### src/rtl/serial_frame_shifter.sv
// Parallel-to-serial frame shifter: loads a WIDTH-bit frame on an accepted start
// and drives it out one bit per cycle, then pulses done for a single cycle.
module serial_frame_shifter #(
    parameter int WIDTH     = 8,
    parameter bit MSB_FIRST = 1'b1,
    parameter bit IDLE_BIT  = 1'b0
) (
    input  logic             clk,
    input  logic             rst,
    input  logic             start,
    input  logic [WIDTH-1:0] parIn,
    output logic             serOut,
    output logic             busy,
    output logic             done
);

    localparam int CW = $clog2(WIDTH);

    typedef enum logic [1:0] {IDLE, SHIFT, DONE} stateT;

    stateT            state;
    logic [WIDTH-1:0] shiftReg;
    logic [CW-1:0]    bitCount;

    // The bit due out next always sits at the head of the shift register.
    function automatic logic headBit(input logic [WIDTH-1:0] v);
        return MSB_FIRST ? v[WIDTH-1] : v[0];
    endfunction

    function automatic logic [WIDTH-1:0] advance(input logic [WIDTH-1:0] v);
        return MSB_FIRST ? {v[WIDTH-2:0], 1'b0} : {1'b0, v[WIDTH-1:1]};
    endfunction

    // The first bit is registered straight from parIn at the accepting edge,
    // so the register keeps only the remaining bits.
    always_ff @(posedge clk or posedge rst) begin
        if (rst) begin
            state    <= IDLE;
            shiftReg <= '0;
            bitCount <= '0;
            serOut   <= IDLE_BIT;
            busy     <= 1'b0;
            done     <= 1'b0;
        end else begin
            case (state)
                IDLE, DONE: begin
                    done   <= 1'b0;
                    busy   <= 1'b0;
                    serOut <= IDLE_BIT;
                    state  <= IDLE;
                    if (start) begin
                        shiftReg <= advance(parIn);
                        serOut   <= headBit(parIn);
                        busy     <= 1'b1;
                        bitCount <= '0;
                        state    <= SHIFT;
                    end
                end
                SHIFT: begin
                    if (bitCount == CW'(WIDTH - 1)) begin
                        state  <= DONE;
                        serOut <= IDLE_BIT;
                        busy   <= 1'b0;
                        done   <= 1'b1;
                    end else begin
                        bitCount <= bitCount + CW'(1);
                        serOut   <= headBit(shiftReg);
                        shiftReg <= advance(shiftReg);
                    end
                end
                default: begin
                    state  <= IDLE;
                    serOut <= IDLE_BIT;
                    busy   <= 1'b0;
                    done   <= 1'b0;
                end
            endcase
        end
    end

endmodule

### config.mk
export PLATFORM = sky130hd
export DESIGN_NAME = serial_frame_shifter
export DESIGN_NICKNAME = d
export VERILOG_FILES = /design/src/rtl/serial_frame_shifter.sv
export SDC_FILE = /design/constraint.sdc
export NUM_CORES = 1
export LEC_CHECK = 0
export ABC_AREA = 1
export CORE_MARGIN = 2
export CORE_UTILIZATION = 30
export CTS_CLUSTER_DIAMETER = 60
export DETAILED_ROUTE_END_ITERATION = 12
export SLEW_MARGIN = 20
export SYNTH_ARGS = -nofsm -noshare
export SYNTH_HDL_FRONTEND = slang
export SYNTH_SLANG_ARGS = --single-unit
### constraint.sdc
create_clock -name clk -period 1.4 [get_ports clk]
set_input_delay 0.28 -clock clk [delete_from_list [all_inputs] [get_ports clk]]
set_output_delay 0.28 -clock clk [all_outputs]
set_load 0.05 [all_outputs]
After elaboration in Yosys (flattened, before gate mapping)
Index checks and enable logic that the tools add are counted.

Register bits: 16. Bits in latches: 0. Bits in writable memories: 0. Memory bits (read-only): 0. Input bits: 11. Word-level logic and storage cells: 34. Memories: 0.

$add $sub $neg: 1. Multipliers: 0. Div/mod/pow operators: 0. Magnitude comparators: 0. Equal/unequal tests: 6. Shift-type cells: 0. Muxes and demuxes: 17. Bitwise operators: 0. Reduce and logical (&&, ||, !) cells: 4.

Operators with widths (count): 2-to-1 mux 8 bit (2); case mux 8 bit (2 select lines) (1); 2-to-1 mux 1 bit (7); 2-to-1 mux 3 bit (2); inequality test 2 bit, second input constant (3); case mux 3 bit (2 select lines) (1); case mux 1 bit (2 select lines) (2); case mux 2 bit (2 select lines) (1); adder 3 x 1 -> 3 bit, second input constant (1); == test 3 bit, second input constant (1); AND reduction 3 bit (1); == test 2 x 1 -> 1 bit, second input constant (1); == test 2 bit, second input constant (1); zero test 2 bit (1); 2-to-1 mux 2 bit (1); nonzero test 2 bit (1); OR reduction 2 bit (1).

Longest topological paths before layout
Gate-level depths: netlist of the first run.

Depth after elaboration: 4. Gate-level depth with buffers: 7. Gate-level depth less buffers: 7.

Worst setup path after synthesis of the first run
No wires, ideal clock.

Path kind: register to register. Start: register bitCount[0]. End: register shiftReg[2]. Setup time: 116 ps. Data arrival time: 1176 ps. Data required time: 1284 ps. Slack: 108 ps. Cell stages (with the launch flop): 8. Clock period less this slack: 1292 ps. Cell sequence: dfrtp_1 > ha_1 > ha_1 > inv_1 > nand3_4 > buf_6 > nand3_1 > nand2_1.

Cells in the longest elaborated chain, start to end: 3.

RTL lines: start: declaration (line 23) `logic [CW-1:0] bitCount;`; start signal: assignment (line 66) `bitCount <= bitCount + CW'(1);`; == test 3 bit (line 60) `if (bitCount == CW'(WIDTH - 1)) begin`; inequality test 2 bit (no line); AND reduction 3 bit (no line); end signal: assignment (line 52) `shiftReg <= advance(parIn);`; end signal: assignment (line 68) `shiftReg <= advance(shiftReg);`; end: declaration (line 22) `logic [WIDTH-1:0] shiftReg;`.

Every way passes these cells. A chain may end at the register's enable or synchronous reset.

Worst setup path after layout of the first run
Start: register bitCount[0]. End: register shiftReg[7].

The elaborated chain is that of the path after synthesis.

==> results.yml, run 1 <==
status:
  status: "finished, final reports clean"
timing:
  setup_viol: 0
  fmax_mhz: 762.5
  finClkSkew_ns: 0.004997
  relSlewSlack: 0.6660
  maxSlewViolCount: 0
  worst_slew_pin_slew_ns: 0.5010
  setup_slack_ns: 0.08854
  hold_viol_final: 0
  fin_crit_sh: 0.9368
  layout_min_cycle_time_ns: 1.311
die:
  fp.dieW_um: 54.36
  die_y_um: 54.36
  core.rowCount: 18
  die-area_um2: 2954
  core_um2: 2432
  start_util: 0.3128
  num_io_pins: 14
critical_path:
  rr_endpoint: "shiftReg[7]"
  cpPeakStageDelay_ns: 0.40
  r2r_start: "bitCount[0]"
  critPathArrivalTime_ns: 1.55
  end_kind: "register"
  critPathSlowestCell: "dfrtp_1"
  cpMostUsedCell: "nand2_1"
  path_cells: "ha_2 > ha_1 > inv_2 > nand3_4 > nand2_4 > nand2_1 > nand2_1"
  ff2ff_setup_slack_ns: 0.09
  path_class: "reg -> reg"
  path_buf_inv: 1
  cp_max_fo: 7
  critical_path.endpoint: "shiftReg[7]"
  crit_start: "bitCount[0]"
  crit_cells: 7
  crit_family: "flip-flops"
  critPathLaunchType: "register"
  crit_required_ns: 1.64
  reg2reg_depth: 7
clock_tree:
  clk_pin_slew_ns: 0.09
  cts_max_level: 1
  cts_sinks: 14
  cts_made_buffers: 3
  root_buffer: "clkbuf_4"
  clk_latency_ns: 0.29
  cts_tree: "done"
  clockBufferDepth: 2
synth:
  yosys_most_used_dff: "dfrtp_1"
  ys_async_sr_fraction: 1.000
  synth_area_leaders: "dfrtp_1 (46%), nand2_1 (17%), nand3_1 (9.2%)"
  synthesis.area_um2: 760.7
  yosys.area.top_type: "dfrtp_1"
  netlist_top_cells_count: "nand2_1 (35), dfrtp_1 (14), nand3_1 (14), inv_1 (5)"
  synth_seq_cells: 14
  synth.avg_cell_area_um2: 8.744
  yosysMostFrequentCell: "nand2_1"
  ys_types: 15
  synth_warnings: 0
  seq_area_frac_synth: 0.4605
  synthCells: 87
  synth_top_area_frac: 0.4605
  syn_nets: 100
  synth-edff-count: 0
global_routing:
  grt_max_degree: 15
  grt_first_pass_wirelength_um: 2456
  antenna_found_initial: 0
  grt_pass1_vias: 573
  globalRouteTotalUtil: 0.1192
  overflow: 0
route:
  drc: 0
  drtIter0Drc: 13
  vias: 607
  first_pass_iters: 3
  wire_per_inst_um: 10.24
  ant_nets: 0
  viasPerCell: 4.431
  wl_um: 1403
placed_design:
  place_inst: 129
  dpl-instance-area_um2: 930.9
  dpl_worst_slack_ns: -0.009353
  gp_congestion: 0.7223
  port_buffers: 13
  dp_hpwl_um: 993.4
finish:
  multi_input_area_um2: 367.9
  postLayoutCellArea_um2: 1013
  fin_cells: 137
  seqCellArea_um2: 350.3
  final_nets: 121
  fillers: 235
  drive_above_1_share: 0.2336
  num_antenna_cells: 0
  area_growth_pct: 33.22
  utilization: 0.4167
pwr:
  irDropWorstVdd_v: 0.0009481
  powerDensity_nw_per_um2: 1957
  power_leakage_nw: 0.5244
flow_run:
  maxCapViolCount: 0
hold_path:
  holdCritPathClass: "in -> async"
-- layout by cell type (no fill, tap or decap) --
cell type,instances
clkbuf_8,1
nand2_4,2
inv_2,2
ha_1,1
nand2_8,1
dfrtp_1,14
buf_4,4
clkdlybuf4s50_1,10
clkbuf_4,3
nand3_4,2
ha_2,1
inv_1,4
nand2_1,35
nand3_2,4
inv_6,1
buf_12,3
nand3_1,14
nor2_1,4
nand2_2,1
-- worst min-delay path by stage --
| stage | cells past startpoint | slack, ns | endpoint |
|---|---|---|---|
| finish | 3 | 0.27 | shiftReg[5] |
| global route | 3 | 0.32 | shiftReg[5] |
| CTS | 3 | 0.28 | shiftReg[5] |
| detailed placement | 2 | 0.49 | serOut |
| global placement | 2 | 0.50 | serOut |
| floorplan | 1 | 0.17 | bitCount[0] |
-- report_power, final --
group	internal, mW	switching [mW]
sequential	0.562	0.150
combinational	0.418	0.556
clock	0.159	0.139
total	1.14	0.845
-- cells by family (layout without fill, tap and decap cells) --
| logic type | Yosys count | in the layout | share of synthesized area |
|---|---|---|---|
| adders and majority gates | 2 | 2 | 0.03289 |
| buffers and inverters | 10 | 28 | 0.09704 |
| DFF | 14 | 14 | 0.4605 |
| and+or+nand+nor | 61 | 63 | 0.4096 |
-- timing repair --
action                                  CTS  global route
pin swaps                                 1             2
gates cloned                              2             0
endpoints found under the setup margin    9             9
hold buffers                              0             0
gates resized for setup                   0             4
endpoints found under the hold margin     0             0
buffers inserted                          0             2
-- worst min-delay path, stage by stage --
cell and delay (ns):
clkdlybuf4s50_1 0.40, inv_1 0.05, buf_4 0.21
-- registers in the layout, indices dropped and copies added (netlist names) --
register,flops
shiftReg,7
bitCount,3
busy,1
state,2
serOut,1
-- cell type report --
class,count,area share
repair buffers,17,0.1877
multi-input cells,65,0.3630
clock buffers,4,0.03580
flip-flops and latches,14,0.3457
well taps,30,0.03704
inverters,7,0.03086
-- metal layers --
layer / global-route usage / part of all wire
met2: 0.1968 / 0.48
met4: 0.08750 / 0.038
met1: 0.1332 / 0.44
met5: 0 / 0
met3: 0.02732 / 0.038
-- metrics by stage --
stage | hold WS (ns) | power [mW] | setup TNS, ns
after global placement | 0.5034 | 1.612 | 0
after CTS | 0.2832 | 1.958 | 0
final | 0.2744 | 1.983 | 0
after global routing | 0.3244 | 2.145 | -0.0002187
after floorplan | 0.1692 | 1.390 | 0
after detailed placement | 0.4927 | 1.617 | -0.01873
No activity file was read; power rests on OpenSTA's default activity.
==> run 2, diff against run 1 <==
CORE_UTILIZATION = 49   (was 30)
PLACE_DENSITY = 0.76   (was default)
==> results.yml, run 2 (synthesis gave the netlist of run 1 again) <==
status:
  status: "finished, final reports clean"
timing:
  finClkSkew_ns: 0.003661
  setup_viol: 0
  maxSlewViolCount: 0
  fin_crit_sh: 0.9342
  tns_ns: 0
  worst_slew_pin_slew_ns: 0.2420
  rsz0062_at_grt: "false"
  layout_min_cycle_time_ns: 1.308
  hold_viol_final: 0
  setup_slack_ns: 0.09217
  relSlewSlack: 0.8382
  fmax_mhz: 764.6
global_routing:
  grt_first_pass_wirelength_um: 2201
  globalRouteTotalUtil: 0.1639
  overflow: 0
  grt_max_degree: 15
  grt_pass1_vias: 520
  antenna_found_initial: 0
finish:
  largest-register: "shiftReg"
  num_antenna_cells: 0
  fillers: 120
  area_growth_pct: 29.93
  largestRegisters: "shiftReg x7, bitCount x3, state x2"
  drive_above_1_share: 0.2264
  fin_cells: 122
  utilization: 0.6639
  final_cell_mix: "nand2_1 (35), nand3_1 (14), dfrtp_1 (14)"
  largest_reg_flops: 7
  final_common_cell: "nand2_1"
  final_nets: 120
flow_run:
  maxCapViolCount: 0
clock_tree:
  postCtsSetupBuffers: 0
  cts_max_level: 1
  clk_latency_ns: 0.28
  root_buffer: "clkbuf_4"
  cts_made_buffers: 3
  cts_tree: "done"
  ctsHoldBuffers: 0
  clk_pin_slew_ns: 0.08
  cts_sinks: 14
  clockBufferDepth: 2
route:
  wire_per_inst_um: 10.81
  drtIter0Drc: 14
  vias: 612
  drc: 0
  ant_nets: 0
  wl_um: 1319
  viasPerCell: 5.016
  first_pass_iters: 4
critical_path:
  crit_required_ns: 1.62
  critPathLaunchType: "register"
  path_cells: "ha_2 > ha_1 > inv_2 > nand3_4 > nand2_4 > nand2_1 > nand2_1"
  end_kind: "register"
  reg2reg_depth: 7
  cpPeakStageDelay_ns: 0.41
  critPathSlowestCell: "dfrtp_1"
  cp_max_fo: 7
  path_class: "reg -> reg"
  critPathArrivalTime_ns: 1.53
  cpMostUsedCell: "nand2_1"
placed_design:
  gp_congestion: 0.7762
  dpl_worst_slack_ns: -0.01341
  place_inst: 116
  port_buffers: 13
  dp_hpwl_um: 1021
die:
  fp.dieW_um: 43.40
  core_um2: 1489
  die-area_um2: 1884
  num_io_pins: 14
  core.rowCount: 14
  start_util: 0.5109
  die_y_um: 43.40
pwr:
  power_leakage_nw: 0.5198
  irDropWorstVdd_v: 0.001066
  powerDensity_nw_per_um2: 1983
hold_path:
  holdCritPathClass: "in -> async"
-- run 2: changes by cell type in the layout (fill, tap and decap cells not counted) --
cell / previous run / this run
buf_4: 4 / 3
-- run 2: worst paths after layout --
| kind | endpoint | slack [ns] | startpoint |
|---|---|---|---|
| setup / recovery | bitCount[1] | 0.09 | bitCount[0] |
| hold / removal | bitCount[0] | 0.28 | rst |
| setup reg to reg | bitCount[1] | 0.09 | bitCount[0] |
| hold reg to reg | serOut | 0.50 | shiftReg[7] |
| max in group asynchronous | shiftReg[6] | 0.96 | rst |
| min in group clk | serOut | 0.50 | shiftReg[7] |
-- run 2: what timing repair did --
action,in CTS,in global routing
endpoints found under the setup margin,9,11
gates cloned,2,0
pin swaps,2,4
resized for setup,0,4
-- run 2: power by group --
group | switching [mW] | internal, mW | total, mW
Clock | 0.126 | 0.158 | 0.285
Sequential | 0.108 | 0.563 | 0.671
Combinational | 0.592 | 0.413 | 1.00
-- run 2: layer usage --
layer | wire, um | part of all wire | up-vias | track usage
met4 | 29 | 0.022 | 0 | 0.1091
met2 | 634 | 0.48 | 16 | 0.2507
li1 | - | - | 317 | -
met1 | 562 | 0.43 | 275 | 0.2077
met3 | 92 | 0.070 | 4 | 0.03750
met5 | 0 | 0 | - | 0
-- run 2: layout make-up --
cell class / count / area (um2) / share of cell area
Multi-Input combinational cell: 65 / 367.9 / 0.3722
Timing Repair Buffer: 16 / 182.7 / 0.1848
Tap cell: 16 / 20.02 / 0.02025
Inverter: 7 / 31.28 / 0.03165
Clock buffer: 4 / 36.28 / 0.03671
Sequential cell: 14 / 350.3 / 0.3544
-- run 2: stage by stage --
| step | power (mW) | hold WS (ns) | area [um2] |
|---|---|---|---|
| 6_report | 1.960 | 0.2788 | 988.4 |
| 5_1_grt | 2.127 | 0.2743 | 988.4 |
| 4_1_cts | 1.961 | 0.2879 | 973.4 |
| 3_5_place_dp | 1.638 | 0.4891 | 920.9 |
| 3_3_place_gp | 1.611 | 0.4849 | 920.9 |
| 2_1_floorplan | 1.390 | 0.1692 | 760.7 |
-- run 2: critical path, delay by kind of cell, from the launching register on --
family | cells | cell delay (ns)
flops | 1 | 0.41
fa+ha+maj | 2 | 0.36
buf+inv | 1 | 0.10
simple gates | 4 | 0.37
